File: src/rtl/run_ctrl.sv
// run_ctrl -- sequences one run of an attached SOC.
//
// The SOC is held in reset for RST_CYCLES cycles (HOLD). It is then released
// and allowed to execute (RUN) until it either halts or exceeds its cycle
// budget. A halt is a PC that stays unchanged for HALT_REPEAT consecutive
// valid samples (HALT). Running past the budget is a timeout (TOUT). Both end
// states are held until a restart request arrives, which starts a new HOLD.
//
// Ports
//   clk        in   single clock, rising edge
//   rst        in   asynchronous active-low reset
//   restart    in   single-cycle request to rerun the SOC
//   pc_valid   in   pc_i is meaningful this cycle
//   pc_i       in   SOC program counter [PC_W]
//   soc_rst    out  active-high reset to the SOC (high in HOLD)
//   running    out  high while in RUN
//   halted     out  sticky halt flag
//   timeout    out  sticky timeout flag
//   done       out  one-cycle pulse on entry to HALT or TOUT
//   cycle_cnt  out  RUN cycles of the current run [CNT_W]
//
// Every output is a flop; next values are computed from the next state, so
// no input reaches an output combinationally.

module run_ctrl #(
  parameter int RST_CYCLES  = 3,
  parameter int MAX_CYCLES  = 100,
  parameter int HALT_REPEAT = 4,
  parameter int PC_W        = 32,
  parameter int CNT_W       = 32
) (
  input  logic             clk,
  input  logic             rst,
  input  logic             restart,
  input  logic             pc_valid,
  input  logic [PC_W-1:0]  pc_i,
  output logic             soc_rst,
  output logic             running,
  output logic             halted,
  output logic             timeout,
  output logic             done,
  output logic [CNT_W-1:0] cycle_cnt
);

  typedef enum logic [1:0] {
    S_HOLD = 2'd0,
    S_RUN  = 2'd1,
    S_HALT = 2'd2,
    S_TOUT = 2'd3
  } state_t;

  // The hold counter counts 0..RST_CYCLES-1; the edge leaving the last value
  // is the RST_CYCLES-th HOLD edge and moves to RUN.
  localparam logic [7:0]       HOLD_LAST = 8'(RST_CYCLES - 1);
  localparam logic [7:0]       REP_MAX   = 8'(HALT_REPEAT);
  localparam logic [CNT_W-1:0] CNT_LAST  = CNT_W'(MAX_CYCLES - 1);
  localparam logic [CNT_W-1:0] CNT_SAT   = {CNT_W{1'b1}};

  state_t           state_q,     state_d;
  logic [7:0]       hold_cnt_q,  hold_cnt_d;
  logic [CNT_W-1:0] cycle_cnt_q, cycle_cnt_d;
  logic [PC_W-1:0]  last_pc_q,   last_pc_d;
  logic [7:0]       rep_q,       rep_d;
  logic             halted_q,    halted_d;
  logic             timeout_q,   timeout_d;
  logic             done_q,      done_d;
  logic             soc_rst_q,   soc_rst_d;
  logic             running_q,   running_d;

  logic             go_hold_s;
  logic             halt_hit_s;
  logic             tout_hit_s;

  // Both end conditions look only at registered state, so when they coincide
  // the priority below (halt first) fully decides the outcome.
  assign halt_hit_s = (rep_q == REP_MAX);
  assign tout_hit_s = (cycle_cnt_q == CNT_LAST);

  // Next-state and next-output computation for the whole controller.
  always_comb begin
    state_d     = state_q;
    hold_cnt_d  = hold_cnt_q;
    cycle_cnt_d = cycle_cnt_q;
    last_pc_d   = last_pc_q;
    rep_d       = rep_q;
    halted_d    = halted_q;
    timeout_d   = timeout_q;
    done_d      = 1'b0;
    go_hold_s   = 1'b0;

    case (state_q)
      S_HOLD: begin
        if (restart) begin
          // Reload: HOLD lasts a full RST_CYCLES from this edge.
          hold_cnt_d = 8'd0;
        end else if (hold_cnt_q == HOLD_LAST) begin
          state_d    = S_RUN;
          hold_cnt_d = 8'd0;
        end else begin
          hold_cnt_d = hold_cnt_q + 8'd1;
        end
      end

      S_RUN: begin
        if (restart) begin
          // Abort without reporting: no done pulse, no flags.
          go_hold_s = 1'b1;
        end else begin
          if (cycle_cnt_q == CNT_SAT) begin
            cycle_cnt_d = cycle_cnt_q;
          end else begin
            cycle_cnt_d = cycle_cnt_q + {{(CNT_W-1){1'b0}}, 1'b1};
          end

          // Repeat tracking: a changed PC restarts the run length at 1.
          if (pc_valid) begin
            if (pc_i == last_pc_q) begin
              rep_d = (rep_q == REP_MAX) ? rep_q : rep_q + 8'd1;
            end else begin
              last_pc_d = pc_i;
              rep_d     = 8'd1;
            end
          end else begin
            rep_d = rep_q;
          end

          if (halt_hit_s) begin
            state_d  = S_HALT;
            halted_d = 1'b1;
            done_d   = 1'b1;
          end else if (tout_hit_s) begin
            state_d   = S_TOUT;
            timeout_d = 1'b1;
            done_d    = 1'b1;
          end else begin
            state_d = S_RUN;
          end
        end
      end

      S_HALT, S_TOUT: begin
        if (restart) begin
          go_hold_s = 1'b1;
        end else begin
          state_d = state_q;
        end
      end

      default: begin
        go_hold_s = 1'b1;
      end
    endcase

    // Every entry into HOLD starts a clean run.
    if (go_hold_s) begin
      state_d     = S_HOLD;
      hold_cnt_d  = 8'd0;
      cycle_cnt_d = {CNT_W{1'b0}};
      last_pc_d   = {PC_W{1'b0}};
      rep_d       = 8'd0;
      halted_d    = 1'b0;
      timeout_d   = 1'b0;
    end else begin
      hold_cnt_d = hold_cnt_d;
    end

    soc_rst_d = (state_d == S_HOLD);
    running_d = (state_d == S_RUN);
  end

  // State and output registers with asynchronous reset into HOLD.
  always_ff @(posedge clk or negedge rst) begin
    if (!rst) begin
      state_q     <= S_HOLD;
      hold_cnt_q  <= 8'd0;
      cycle_cnt_q <= {CNT_W{1'b0}};
      last_pc_q   <= {PC_W{1'b0}};
      rep_q       <= 8'd0;
      halted_q    <= 1'b0;
      timeout_q   <= 1'b0;
      done_q      <= 1'b0;
      soc_rst_q   <= 1'b1;
      running_q   <= 1'b0;
    end else begin
      state_q     <= state_d;
      hold_cnt_q  <= hold_cnt_d;
      cycle_cnt_q <= cycle_cnt_d;
      last_pc_q   <= last_pc_d;
      rep_q       <= rep_d;
      halted_q    <= halted_d;
      timeout_q   <= timeout_d;
      done_q      <= done_d;
      soc_rst_q   <= soc_rst_d;
      running_q   <= running_d;
    end
  end

  assign soc_rst   = soc_rst_q;
  assign running   = running_q;
  assign halted    = halted_q;
  assign timeout   = timeout_q;
  assign done      = done_q;
  assign cycle_cnt = cycle_cnt_q;

endmodule

File: config.mk
export PLATFORM = sky130hd
export DESIGN_NAME = run_ctrl
export DESIGN_NICKNAME = d
export VERILOG_FILES = /design/src/rtl/run_ctrl.sv
export SDC_FILE = /design/constraint.sdc
export NUM_CORES = 1
export LEC_CHECK = 0
export CAP_MARGIN = 30
export CORE_MARGIN = 10
export CORE_UTILIZATION = 40
export DETAILED_ROUTE_END_ITERATION = 12
export PLACE_DENSITY_LB_ADDON = 0.2
export SKIP_CTS_REPAIR_TIMING = 1
export SLEW_MARGIN = 10
export SYNTH_ARGS = -nofsm -noshare
export SYNTH_HDL_FRONTEND = slang
export SYNTH_SLANG_ARGS = --single-unit
File: constraint.sdc
create_clock -name clk -period 4.6 [get_ports clk]
set_input_delay 0.92 -clock clk [delete_from_list [all_inputs] [get_ports clk]]
set_output_delay 0.92 -clock clk [all_outputs]
set_load 0.02 [all_outputs]
After elaboration in Yosys (flattened, before gate mapping). Index checks and enable logic that the tools add are counted. W data, S select, Z words.

Register bits: 87. Logic and storage cells: 82.

$add $sub $neg: 3. Equal/unequal tests: 14. Muxes and demuxes: 41. Reductions and logical operators: 14.

Operators with widths (number): $mux W32 (9); $mux W8 (10); $add A32 B1 Y32 const B (1); $eq A32 B32 Y1 (1); $eq A32 B32 Y1 const B (1); $eq A32 B7 Y1 const B (1); $add A8 B1 Y8 const B (2); $mux W1 (15); $mux W2 (6); $reduce_and A4 Y1 (3); $reduce_bool A2 Y1 (5); $eq A8 B2 Y1 const B (1); $eq A8 B3 Y1 const B (1); $ne A2 B2 Y1 const B (3); $pmux W2 S3 (1); $reduce_and A3 Y1 (2); $eq A2 B1 Y1 const B (2); $eq A2 B2 Y1 const B (2); $logic_not A2 Y1 (2); $ne A3 B3 Y1 const B (1); $reduce_or A3 Y1 (1); $ne A2 B1 Y1 const B (1); $reduce_or A2 Y1 (1).

Depth between registers and ports, before layout. Gate-level depths: netlist of the first run.

Word-level depth: 7. Mapped depth: 9.

Worst setup path before layout of the first run. Ideal clock, no wire load.

Kind: input -> register. Start point: input pc_i[27]. End point: register last_pc_q[2]. Setup time: 121 ps. Arrival: 2194 ps. Required time: 4479 ps. Slack: 2285 ps. Stages on the path: 7. Buffers on the path: 1. Cells stage by stage: xor2_1 nor4_1 nand4_1 nor2_2 nor3_2 buf_2 a22o_1.

Longest elaborated chain between the ends: 3.

RTL lines: start, declared (line 36) `input logic [PC_W-1:0] pc_i,`; $eq A32 B32 Y1 (line 117) `if (pc_i == last_pc_q) begin`; $ne A2 B2 Y1 (no line); $reduce_and A4 Y1 (no line); end signal, assigned (line 177) `last_pc_q <= {PC_W{1'b0}};`; end signal, assigned (line 188) `last_pc_q <= last_pc_d;`; end, declared (line 62) `logic [PC_W-1:0] last_pc_q, last_pc_d;`.

No other way between the ends. A chain may end at the register's enable or synchronous reset.

Worst setup path in the final report of the first run.
Start point: input pc_i[1]. End point: register last_pc_q[7].

Same word-level chain as after synthesis.

==> results of run 1 <==
-- synthesized netlist by cell type, drive strengths merged, types with 11 or more instances --
cell type / number
a21oi: 15
a22o: 33
and3: 13
buf: 11
dfrtp: 86
nand2: 36
nand3: 21
nand4: 18
nor2: 44
nor3: 20
nor4: 17
o21ai: 17
xnor2: 16
xor2: 42
-- layout make-up --
cell class                      instances  area [um2]  share of cell area [%]
Clock buffer                           11         243                    4.15
Multi-Input combinational cell        355        2370                    40.5
Inverter                                6        22.5                   0.385
Timing Repair Buffer                   80         778                    13.3
Tap cell                              143         179                    3.06
Sequential cell                        87        2180                    37.2
Clock inverter                          5        81.3                    1.39
-- registers in the layout, summed over array words and instances, names as in the netlist --
register	count
halted	1
cycle_cnt	32
soc_rst	1
timeout	1
last_pc_q	32
rep_q	8
running	1
state_q	2
done	1
hold_cnt_q	8
-- cell usage in the layout (no fill, tap or decap), types with 4 or more instances in the layout --
cell,count
ha_1,5
clkdlybuf4s50_1,71
o21ai_0,16
nor2_1,43
xor2_1,42
and3_1,11
nand4_1,18
nand2b_1,4
dfrtp_1,86
and2_1,4
inv_1,6
clkbuf_16,9
nor3_1,18
nand3_1,20
a21oi_1,15
a22o_1,33
nor4_1,16
xnor2_1,16
buf_4,9
nand2_1,35
and4_1,5
-- cells by family (layout without fill, tap and decap cells) --
| family | Yosys count | count (layout) | share of synthesized area (%) |
|---|---|---|---|
| AOI/OAI and AO/OA | 85 | 85 | 13.1 |
| xor gates and xnor gates | 58 | 58 | 10.9 |
| adders and majority gates | 5 | 5 | 1.34 |
| buffers and inverters | 26 | 102 | 2.61 |
| DFF | 87 | 87 | 46.8 |
| muxes | 3 | 3 | 0.672 |
| and+or+nand+nor | 204 | 204 | 24.7 |
-- critical path: stages --
cell             delay (ps)
clkdlybuf4s50_1         460
xor2_1                  180
nor4_1                  310
nand4_1                 290
o31ai_4                 560
buf_4                   350
a22o_1                  180
-- through the flow --
| stage | setup slack [ps] | hold slack [ps] | instances | power [mW] |
|---|---|---|---|---|
| finish | 1620 | 488 | 687 | 2.46 |
| detailed placement | 1220 | 474 | 671 | 1.69 |
| CTS | 1580 | 487 | 687 | 2.48 |
| floorplan | 2290 | 441 | 468 | 1.48 |
| global placement | 1260 | 472 | 671 | 1.67 |
| global route | 1340 | 508 | 687 | 2.61 |
-- final timing paths --
path / to / depth (start not counted)
worst max-delay path: last_pc_q[7] / 7
min in group asynchronous: cycle_cnt[15] / 1
max in group asynchronous: soc_rst / 2
worst min register to register: hold_cnt_q[7] / 1
worst min-delay path: hold_cnt_q[7] / 1
worst max register to register: last_pc_q[7] / 6
-- layer usage --
layer  track usage (%)  up-vias  part of all wire [%]
met2              22.3      102                    45
met4              5.63        0                   1.7
met1              18.5     1834                    47
met5                 0        -                     0
met3              3.47       16                   6.6
li1                  -     1848                     -
-- power by group through the flow --
stage               Combinational (mW)  Sequential [mW]  Clock (mW)
finish                           0.593             1.08       0.784
global route                     0.671             1.10       0.835
CTS                              0.604             1.08       0.801
detailed placement               0.608             1.08           0
global placement                 0.582             1.09           0
floorplan                        0.411             1.07           0
==> flow_summary.yaml, run 1 <==
final_layout:
  num-nets-final: 580
  fin_area_mm2: 0.00586
  n_fill_cell: 1097
  drive_above_1_share_pct: 8.64
  area_growth_pct: 25.7
  diodes: 0
  finish.utilization_pct: 51.3
routing:
  initialDrtViolationCount: 196
  firstDrtPassIters: 4
  viasPerCell: 5.53
  wl_um: 11300
  postRouteAntennaNets: 0
  via_count: 3800
  drcViolationCount: 0
  wl_per_cell_um: 16.5
critical_path:
  reg2reg_slack_ps: 2280
  regToRegStartpoint: "last_pc_q[28]"
  path_max_fanout: 20
  startpoint_type: "input port"
  setup.worst_path.start: "pc_i[1]"
  crit_type: "input port to flop"
  required_ps: 4870
  crit_path_end_kind: "flop"
  cp.arrival_ps: 3250
sta:
  max_slew_margin_pct: 50.4
  fmax_mhz: 336
  slew_viol_final: 0
  tns_ps: 0
  final-setup-viol-count: 0
  tightest_slew_ps: 744
  finClkSkew_ps: 5.65
  min_period_over_period_pct: 64.8
  finalCriticalPeriod_ps: 2980
  hold_viol_final: 0
  rsz0062_at_grt: "no"
die:
  core_mm2: 0.0114
  chipHeight_um: 128
  dieArea_mm2: 0.0164
  fp-row-count: 39
  die_x_um: 128
  io_pins: 73
  initial_core_util_pct: 40.8
synth:
  ys_seq_elements: 87
  syn_avg_cell_area_um2: 9.95
  ys_types: 60
  synth_fp_nets: 509
  synthCells: 468
  synth_largest_area_cell: "dfrtp_1"
  synth_edf_count: 0
  ys_seq_area_share_pct: 46.8
  ys.flop_type: "dfrtp_1"
  netlist_area_mm2: 0.00466
  yosysTopAreaCellShare_pct: 46.2
  synthArstFlopShare_pct: 100
  synth_area_leaders: "dfrtp_1 46%, xor2_1 7.9%, a22o_1 6.2%"
  yosys_warnings: 0
place:
  globalplace.congestion: 0.886
  place_area_mm2: 0.00553
  numPortBuffers: 72
  dp_hpwl_um: 8310
run:
  maxCapViolCount: 0
hold_path:
  hold_path_class: "flop to flop"
  worstHoldStart: "hold_cnt_q[7]"
power:
  leakage_nw: 2.51
  p_int_mw: 1.73
  power_density_mw_per_mm2: 420
  power_frac_comb_pct: 24.1
  switching_share_pct: 29.6
  pwr-share-seq_pct: 43.9
  ir_drop_mv: 0.194
  p_sw_uw: 729
  p_clk_share_pct: 31.9
clocking:
  cts-root-buf: "clkbuf_16"
  cts_sinks: 87
  cts_buffer_depth: 2
  cts_made_buffers: 9
  insertion_delay_ps: 330
  htree_levels: 3
  tritoncts: "built"
  cts.clk_slew.worst_paths_ps: 60
global_route:
  grt_max_degree: 60
  grt_overflow: 0
  grt_pass1_wl_um: 19400
  antenna_found_initial: 0
  grt_pass1_vias: 3879
  grt_usage_pct: 14.2
status:
  status: "complete, no violations"
(Power assumes the default switching activity.)
==> run 2: changes to the inputs <==
- clock period: 4.6 -> 2.61 ns (I/O delays scaled with it)
==> flow_summary.yaml, run 2 (synthesis results as in run 1) <==
sta:
  hold_viol_final: 0
  tightest_slew_ps: 632
  fmax_mhz: 437
  slew_viol_final: 0
  rsz0062_at_grt: "no"
  tns_ps: 0
  finClkSkew_ps: 8.36
  final-setup-viol-count: 0
  max_slew_margin_pct: 57.9
  finalCriticalPeriod_ps: 2290
  min_period_over_period_pct: 87.6
status:
  status: "complete, no violations"
final_layout:
  layout.cells.non_filler: 699
  num-nets-final: 593
  area_growth_pct: 27.7
  drive_above_1_share_pct: 10.6
  final_common_cell: "dfrtp_1"
  layout_common_cells: "86 x dfrtp_1, 71 x clkdlybuf4s50_1, 43 x nor2_1"
  finish.utilization_pct: 52.1
  diodes: 0
global_route:
  grt_max_degree: 50
  antenna_found_initial: 0
  grt_overflow: 0
  grt_pass1_vias: 3847
  grt_pass1_wl_um: 19500
  grt_usage_pct: 14.4
run:
  maxCapViolCount: 0
routing:
  wl_per_cell_um: 16.7
  viasPerCell: 5.49
  wl_um: 11700
  firstDrtPassIters: 4
  postRouteAntennaNets: 0
  drcViolationCount: 0
  via_count: 3836
  initialDrtViolationCount: 252
clocking:
  htree_levels: 3
  cts_sinks: 87
  cts_made_buffers: 9
  cts.clk_slew.worst_paths_ps: 60
  insertion_delay_ps: 340
  tritoncts: "built"
  cts_buffer_depth: 2
  cts-root-buf: "clkbuf_16"
place:
  dp.cells: 684
  numPortBuffers: 72
  dp_hpwl_um: 8490
  globalplace.congestion: 0.901
hold_path:
  hold_path_class: "input port to asynchronous set/reset pin"
critical_path:
  cp.arrival_ps: 2560
  crit_path_end_kind: "flop"
  slowest_delay_ps: 440
  required_ps: 2890
  worstPathCellList: "clkdlybuf4s50_1 -> xor2_1 -> nor4_1 -> nand4_1 -> buf_4 -> o31ai_4 -> buf_12 -> a22o_1"
  crit_slowest_cell: "clkdlybuf4s50_1"
  crit_type: "input port to flop"
  path_max_fanout: 33
  startpoint_type: "input port"
die:
  die_x_um: 128
  fp-row-count: 39
  chipHeight_um: 128
  io_pins: 73
  initial_core_util_pct: 40.8
  dieArea_mm2: 0.0164
  core_mm2: 0.0114
power:
  ir_drop_mv: 0.460
  leakage_nw: 2.57
  power_density_mw_per_mm2: 720
==> run 2: per-layer routing <==
layer  GRT usage (%)  vias up  part of all wire [%]
met5               0        -                     0
met4            5.17        0                   1.5
met3            4.71       14                   6.5
met2            21.4       91                    45
met1            19.2     1861                    47
li1                -     1870                     -
==> run 2: worst paths after layout <==
kind,from,to,slack (ps),cells after the start
worst max-delay path,pc_i[28],last_pc_q[8],320,8
worst min-delay path,rst,cycle_cnt[5],190,1
worst max register to register,cycle_cnt[0],running,350,7
worst min register to register,hold_cnt_q[7],hold_cnt_q[7],480,1
max in group asynchronous,rst,last_pc_q[27],1730,2
min in group clk,hold_cnt_q[7],hold_cnt_q[7],480,1
==> run 2: metrics by stage <==
stage / hold slack (ps) / setup WS, ps / cell area (um2) / total power [mW]
after detailed placement: 474 / -34.2 / 5650 / 3.01
after global routing: 249 / 184 / 5950 / 4.54
final: 189 / 323 / 5950 / 4.28
after global placement: 474 / -126 / 5630 / 2.96
after floorplan: 226 / 630 / 4660 / 2.62
after CTS: 225 / 315 / 5950 / 4.33
==> run 2: area by class of cell <==
class / instances / area [um2]
Fill cell: 1075 / 5470
Multi-Input combinational cell: 355 / 2370
Sequential cell: 87 / 2180
Timing Repair Buffer: 93 / 896
Clock buffer: 12 / 256
Tap cell: 143 / 179
Clock inverter: 3 / 42.5
Inverter: 6 / 22.5
==> run 2: critical path: cells and delay by family <==
| family | cells | cell delay, ps |
|---|---|---|
| AOI/OAI and AO/OA | 2 | 400 |
| and+or+nand+nor | 2 | 590 |
| buffers and inverters | 3 | 850 |
| xor gates and xnor gates | 1 | 180 |
==> run 2: where the power goes <==
group          internal [mW]  switching [mW]  total [mW]
Clock                  0.787           0.518        1.31
Sequential              1.65           0.258        1.91
Combinational          0.554           0.519        1.07
